**src/rtl/fifo_frame_streamer.sv**
```systemverilog
// fifo_frame_streamer: pops ADC frames and serializes the enabled 16-bit channel words MSB first on SDO.
// Define FIFO_STREAMER_PARITY_EN to append an even-parity bit after every transmitted word.
module fifo_frame_streamer #(
  parameter int NCH = 8,
  parameter int WORD_W = 16,
  parameter int CNT_W = 8
) (
  input  logic                  SCK,
  input  logic                  NRST_sync,
  input  logic                  STREAM_EN,
  input  logic [NCH-1:0]        CHMASK,
  input  logic [NCH*WORD_W-1:0] ADC_data,
  output logic                  FIFO_POP,
  output logic                  SDO,
  output logic                  SDO_VALID,
  output logic                  FRAME_END,
  output logic [CNT_W-1:0]      FRAME_CNT
);
`ifdef FIFO_STREAMER_PARITY_EN
  localparam int L = WORD_W + 1;
`else
  localparam int L = WORD_W;
`endif
  localparam int CH_W = (NCH > 1) ? $clog2(NCH) : 1;
  localparam int POS_W = $clog2(L + 1);
  typedef enum logic [1:0] {IDLE, POP, CAPT, SHIFT} state_t;
  state_t                r_state, w_state;
  logic [NCH*WORD_W-1:0] r_shreg, w_src;
  logic [NCH-1:0]        r_mask, w_cap_mask;
  logic [CH_W-1:0]       r_ch, w_ch, w_cap_lo, w_nxt_ch, w_hi;
  logic [POS_W-1:0]      r_pos, w_pos;
  logic [WORD_W-1:0]     w_word, w_shl;
  logic                  w_word_done, w_frame_done, w_sdo, w_end;
  logic                  r_pop, r_sdo, r_sdo_valid, r_frame_end;
  logic [CNT_W-1:0]      r_cnt;
  assign FIFO_POP  = r_pop;
  assign SDO       = r_sdo;
  assign SDO_VALID = r_sdo_valid;
  assign FRAME_END = r_frame_end;
  assign FRAME_CNT = r_cnt;
  // Channel search: lowest enabled at capture, next enabled above r_ch, highest enabled in the latched mask.
  always_comb begin
    w_cap_mask = (CHMASK == '0) ? '1 : CHMASK;
    w_cap_lo = '0;
    w_nxt_ch = '0;
    w_hi = '0;
    for (int i = NCH - 1; i >= 0; i--) begin
      if (w_cap_mask[i]) w_cap_lo = CH_W'(i);
      if (r_mask[i] && CH_W'(i) > r_ch) w_nxt_ch = CH_W'(i);
    end
    for (int i = 0; i < NCH; i++)
      if (r_mask[i]) w_hi = CH_W'(i);
  end
  // Outputs are registered, so this block computes what the next cycle presents.
  always_comb begin
    w_state = r_state;
    w_ch = r_ch;
    w_pos = r_pos;
    w_word_done = (int'(r_pos) == L - 1);
    w_frame_done = w_word_done && (r_ch == w_hi);
    case (r_state)
      IDLE: w_state = POP;
      POP: w_state = CAPT;
      CAPT: begin
        w_state = SHIFT;
        w_ch = w_cap_lo;
        w_pos = '0;
      end
      default: begin
        w_state = w_frame_done ? POP : SHIFT;
        w_ch = w_word_done ? w_nxt_ch : r_ch;
        w_pos = w_word_done ? '0 : r_pos + 1'b1;
      end
    endcase
    if (!STREAM_EN) w_state = IDLE;
    w_src = (r_state == CAPT) ? ADC_data : r_shreg;
    w_word = w_src[int'(w_ch)*WORD_W +: WORD_W];
    w_shl = w_word << w_pos;
    w_sdo = (int'(w_pos) >= WORD_W) ? ^w_word : w_shl[WORD_W-1];
    w_end = (w_state == SHIFT) && (int'(w_pos) == L - 1) && (w_ch == w_hi);
  end
  always_ff @(posedge SCK or negedge NRST_sync) begin
    if (!NRST_sync) begin
      r_state <= IDLE;
      r_shreg <= '0;
      r_mask <= '0;
      r_ch <= '0;
      r_pos <= '0;
      r_pop <= 1'b0;
      r_sdo <= 1'b0;
      r_sdo_valid <= 1'b0;
      r_frame_end <= 1'b0;
      r_cnt <= '0;
    end else begin
      r_state <= w_state;
      r_ch <= w_ch;
      r_pos <= w_pos;
      if (r_state == CAPT) begin
        r_shreg <= ADC_data;
        r_mask <= w_cap_mask;
      end
      r_pop <= (w_state == POP);
      r_sdo_valid <= (w_state == SHIFT);
      r_sdo <= (w_state == SHIFT) && w_sdo;
      r_frame_end <= w_end;
      if (r_state == IDLE && w_state == POP) r_cnt <= '0;
      else if (r_state == SHIFT && w_frame_done && r_cnt != '1) r_cnt <= r_cnt + 1'b1;
    end
  end
endmodule

```
**config.mk**
```make
export PLATFORM = sky130hd
export DESIGN_NAME = fifo_frame_streamer
export DESIGN_NICKNAME = d
export VERILOG_FILES = /design/src/rtl/fifo_frame_streamer.sv
export SDC_FILE = /design/constraint.sdc
export NUM_CORES = 1
export LEC_CHECK = 0
export ABC_AREA = 0
export CORE_ASPECT_RATIO = 1.4
export CORE_UTILIZATION = 55
export DETAILED_ROUTE_END_ITERATION = 16
export DONT_BUFFER_PORTS = 1
export PLACE_DENSITY = 0.69
export SLEW_MARGIN = 15
export SYNTH_ARGS = -nofsm -noshare
export SYNTH_HDL_FRONTEND = slang
export SYNTH_SLANG_ARGS = --single-unit
```
**constraint.sdc**
```tcl
create_clock -name SCK -period 4.5 [get_ports SCK]
set_clock_uncertainty 0.1 [all_clocks]
set_input_delay 0.45 -clock SCK [delete_from_list [all_inputs] [get_ports SCK]]
set_output_delay 0.45 -clock SCK [all_outputs]
set_load 0.005 [all_outputs]
```
**Word-level counts from Yosys, hierarchy flattened**

Cells that the tools add are included.

- Register bits after elaboration: 158
- Input bits: 139

- Magnitude comparators: 9
- $add $sub $neg: 2
- Eq/ne operators: 10
- Shift operators: 2
- Reductions and logical operators: 20
- Mux-type cells: 35

Operator list:

| operator | count |
|---|---|
| $mux 128 | 1 |
| $shiftx 128x8->16 | 1 |
| $mux 3 | 23 |
| $mux 8 | 3 |
| $reduce_xor 16->1 | 1 |
| $shl 16x5->16 | 1 |
| $logic_and 1x1->1 | 15 |
| $gt 3x3->1 const A | 4 |
| $eq 5x5->1 const B | 2 |
| $pmux 5 s2 | 1 |
| $add 8x1->8 const B | 1 |
| $logic_not 8->1 | 1 |
| $ne 8x8->1 const B | 1 |
| $eq 2x2->1 const B | 3 |
| $eq 3x3->1 | 2 |
| $gt 1x3->1 const A | 2 |
| $gt 2x3->1 const A | 2 |
| $pmux 2 s3 | 1 |
| $pmux 3 s2 | 1 |
| $add 5x1->5 const B | 1 |
| $ge 5x5->1 const B | 1 |
| $mux 5 | 1 |
| $eq 2x1->1 const B | 2 |
| $mux 2 | 2 |
| other kinds (4) | 5 |

**Depth between registers and ports, before layout**

- Word-level depth: 16
- Depth in mapped cells: 17

**Worst setup path after synthesis**

Ideal clock, no wire load.

- Path type: register -> register
- Start: register r_state[0]
- End: register r_sdo (netlist: SDO)
- Data arrival time: 3,018 ps
- Stages on the path, launching flop included: 16
- Library setup time: 130 ps
- Path slack: 1,252 ps
- Path through: dfrtp_1 > ha_1 > buf_6 > o21ba_2 > nand2_1 > and2_1 > clkinv_1 > buf_2 > buf_2 > mux4_2 > mux2i_1 > mux2i_1 > a311oi_1 > nand2_1 > o211ai_1 > a21oi_1

- Longest elaborated chain between the ends: 7
- Elaborated cells between the ends (all ways): 16
- Those cells by class: order compare (1); eq/ne (3); shift (2); mux (6); reduce/logical (4)

RTL lines:

| item | line | text |
|---|---|---|
| start, declared | 27 | `state_t r_state, w_state;` |
| start signal, assigned | 95 | `r_state <= w_state;` |
| $eq 2x1->1 or $logic_not 2->1 (tied branches) | 61 | `case (r_state)` |
| $reduce_or 2->1 (no line) | n/a |  |
| $pmux 3 s2 | 61 |  |
| $shiftx 128x8->16 | 77 | `w_word = w_src[int'(w_ch)*WORD_W +: WORD_W];` |
| $shl 16x5->16 or $reduce_xor 16->1 (tied branches) | 78, 79 |  |
| $mux 1 | 79 | `w_sdo = (int'(w_pos) >= WORD_W) ? ^w_word : w_shl[WORD_W-1];` |
| $logic_and 1x1->1 (*) | 104 | `r_sdo <= (w_state == SHIFT) && w_sdo;` |
| end signal, assigned | 104 |  |
| end, declared | 34 | `logic r_pop, r_sdo, r_sdo_valid, r_frame_end;` |

Every way passes the cells marked *; elsewhere a longest branch is shown, timed or not.
A chain may end at the register's enable or synchronous reset.

**Worst setup path after layout**

Ends and elaborated chain as after synthesis.

==> metrics.csv <==
stage,metric,value,unit
synth,syn_nets,938,
grt,pin count of the biggest net entering global routing,158,
placement,placed instance count,954,
drt,wire per inst,20.8,um
sta,Worst slew margin,0.387,
grt,number of global-route vias before repair,6410,
clock_tree,deepest clock path buffer count,2,
pwr,switching share of power,0.364,
synth,Netlist Area Pre-Place,8850,um^2
synth,main combinational cell family by area after synthesis,multiplexers,
drt,vias per std cell,5.95,
sta,final setup fails,0,
final_layout,"most common cell after layout, fill and taps aside",dfrtp_1,
sta,Slew Limit Fails,0,
floorplanning,Die H,152,um
pwr,clock network power share,0.207,
clock_tree,CTS Sinks,157,
critical_path,Startpoint Class,flop,
final_layout,share of layout cells above drive strength 1,0.197,
synth,post-synthesis mux area share,0.237,
pwr,pwr dens,715,nW/um^2
synth,post-synthesis simple-gate area fraction,0.0778,
grt,first-pass GRT wire length,32700,um
drt,DRT Pass-1 Iters,5,
drt,drt drc,0,
final_layout,"Cell Count, Final, Fillers Out",986,
pwr,power consumption,6840,uW
pwr,Max IR drop VDD,435,uV
synth,Async SR Flop Fraction,1.00,
sta,RSZ-0062 raised after global routing,false,
worst_hold_path,HP Class,in -> reg,
placement,hpwl dp,15000,um
critical_path,Setup crit start,r_state[0],
final_layout,synthesis-to-finish area growth,8.12,%
synth,Synth Area in Adders,0.00990,
pwr,combinational power share,0.465,
critical_path,slowest library cell on the worst path,inv_2,
floorplanning,Core ar.,15700,um^2
sta,Worst Tran Pin Value,0.919,ns
final_layout,most used cells in the layout excluding fill and tap cells,"dfrtp_1, mux2i_1, mux2_2, inv_1, nor2_1",
floorplanning,# rows,54,
synth,number of synthesized flops with an enable pin,0,
floorplanning,Initial Util,0.565,
placement,GP Congestion,0.865,
clock_tree,CTS Buf Count,17,
critical_path,Critical Path AT,4.04,ns
synth,Synth Area in Compound Gates,0.101,
floorplanning,Die X,109,um
status,status,"finished, final reports clean",
synth,YS warnings,0,
critical_path,R2R Path Start,r_state[0],
pwr,total net switching power,2490,uW
synth,Mapped Avg Cell Area,11.2,um^2
critical_path,critical path cell sequence,ha_1 -> o21ba_2 -> nand2_1 -> and2_1 -> inv_2 -> buf_4 -> mux2i_1 -> o21ai_0 -> a311oi_1 -> a311oi_1 -> or4_1 -> o211ai_1 -> a21oi_1,
drt,Initial DRC Count,394,
sta,Fmax,0.259,GHz
critical_path,"most used cell, CP",a311oi_1,
sta,WHS,0.0446,ns
pwr,internal power,4350,uW
sta,Setup WS post-layout,0.646,ns
clock_tree,CTS root buf,clkbuf_16,
placement,IO buf count,0,
pwr,Leak,0.00409,uW
sta,final hold violation count,0,
sta,Final min period,3.85,ns
grt,antenna violations before repair,0,
run,Max-Cap Viols,0,
clock_tree,CTS tree,done,
worst_hold_path,hold path start,CHMASK[7],
critical_path,class of the most critical setup path,reg -> reg,
critical_path,CP Capture Type,flop,
grt,GRT overflow,0,
critical_path,worst stage delay on the critical path,0.65,ns
sta,final setup TNS,0,ns
synth,register bit total from synthesis,157,
synth,Cell variety after synth,73,
clock_tree,"CTS clk-pin slew, worst paths",0.06,ns
synth,post-synthesis cell count,792,
placement,post-place setup slack,0.648,ns
final_layout,final layout net count,925,
sta,fin crit share,0.856,
synth,Post-Synth XOR/XNOR Area,0.0738,
critical_path,CP max FO,48,
drt,drt total wl,20600,um
grt,Total GRT Usage,0.261,
drt,DR vias,5871,
clock_tree,Clock Latency Late Sink,0.43,ns
pwr,sequential power share,0.328,
floorplanning,Die Footprint,16600,um^2
clock_tree,htree depth,4,
final_layout,diode count,0,
synth,"Seq/Total Area, Yosys",0.444,
synth,Synth Flop Type,dfrtp_1,
drt,post-route ant nets,0,
critical_path,CP required,4.69,ns
floorplanning,I/O pins,151,
## final timing paths
path / to / slack (ns) / cells after the start
setup / recovery: SDO / 0.65 / 13
hold / removal: r_mask[7] / 0.04 / 1
setup reg to reg: SDO / 0.65 / 13
hold reg to reg: r_shreg[77] / 0.38 / 2
max in group asynchronous: r_shreg[21] / 3.15 / 2
min in group asynchronous: r_mask[6] / 0.60 / 2
## power groups by stage
stage | Clock, uW | Combinational [uW] | Sequential [uW]
2_1_floorplan | 0 | 2530 | 2180
3_3_place_gp | 0 | 3100 | 2240
3_5_place_dp | 0 | 3140 | 2270
4_1_cts | 1430 | 3190 | 2250
5_1_grt | 1500 | 3480 | 2310
6_report | 1410 | 3180 | 2250
## per-layer routing
metal  vias up  track usage  wire length, um
li1       2748            -                -
met3        56       0.0678             1170
met2       188        0.439            10400
met1      2879        0.305             8160
met5         -            0                0
met4         0        0.125              780
## synthesized netlist by cell type (11+ instances only)
cell type,n,area share
dfrtp_1,157,0.44
mux2i_1,90,0.10
mux2_2,82,0.10
inv_1,62,0.026
nor2_1,53,0.022
xnor2_1,40,0.040
xor2_1,32,0.032
a21oi_1,30,0.017
a211oi_1,24,0.020
o21ai_0,24,0.014
nand2_1,23,0.0098
buf_2,19,0.011
mux4_2,12,0.031
nor3_1,12,0.0068
nand3_1,11,0.0062
## worst max-delay path, delay by kind of cell (launching register included)
kind                     cells  cell delay, ns
adder cells (fa/ha/maj)      1            0.35
AO/OA/AOI/OAI                6            0.98
multiplexers                 1            0.19
AND/OR/NAND/NOR              3            0.67
flip-flops                   1            0.42
buffers and inverters        2            0.98
## sequential cells by signal (all words and copies together), names as in the netlist
name	count
r_ch	3
FIFO_POP	1
r_pos	5
SDO_VALID	1
r_mask	7
r_shreg	128
r_state	2
SDO	1
FRAME_CNT	8
FRAME_END	1
## cells by family (layout without fill, tap and decap cells)
group	count (synthesis)	count (layout)
muxes	184	184
DFF	157	157
and+or+nand+nor	137	137
AOI/OAI and AO/OA	127	127
buffers and inverters	107	105
xor gates and xnor gates	73	73
adders and majority gates	7	7
## stage by stage
step,util,area (um^2)
after global routing,0.610,9570
after global placement,0.571,8950
after detailed placement,0.571,8950
after floorplan,-,8850
final,0.610,9570
after CTS,0.610,9570
## cell type report
class	instances	area, um^2
fillers	1318	6110
flip-flops and latches	157	3930
clock inverters	9	114
clock buffers	21	470
inverters	66	248
well taps	196	245
repair buffers	9	128
multi-input cells	528	4430
## what timing repair did
| action | CTS | global route |
|---|---|---|
| setup buffers | 0 | 0 |
| endpoints found under the hold margin | 157 | 0 |
| gates resized for setup | 0 | 0 |
| hold buffers | 2 | 0 |
Note: power is estimated with default switching activity, not from simulation.
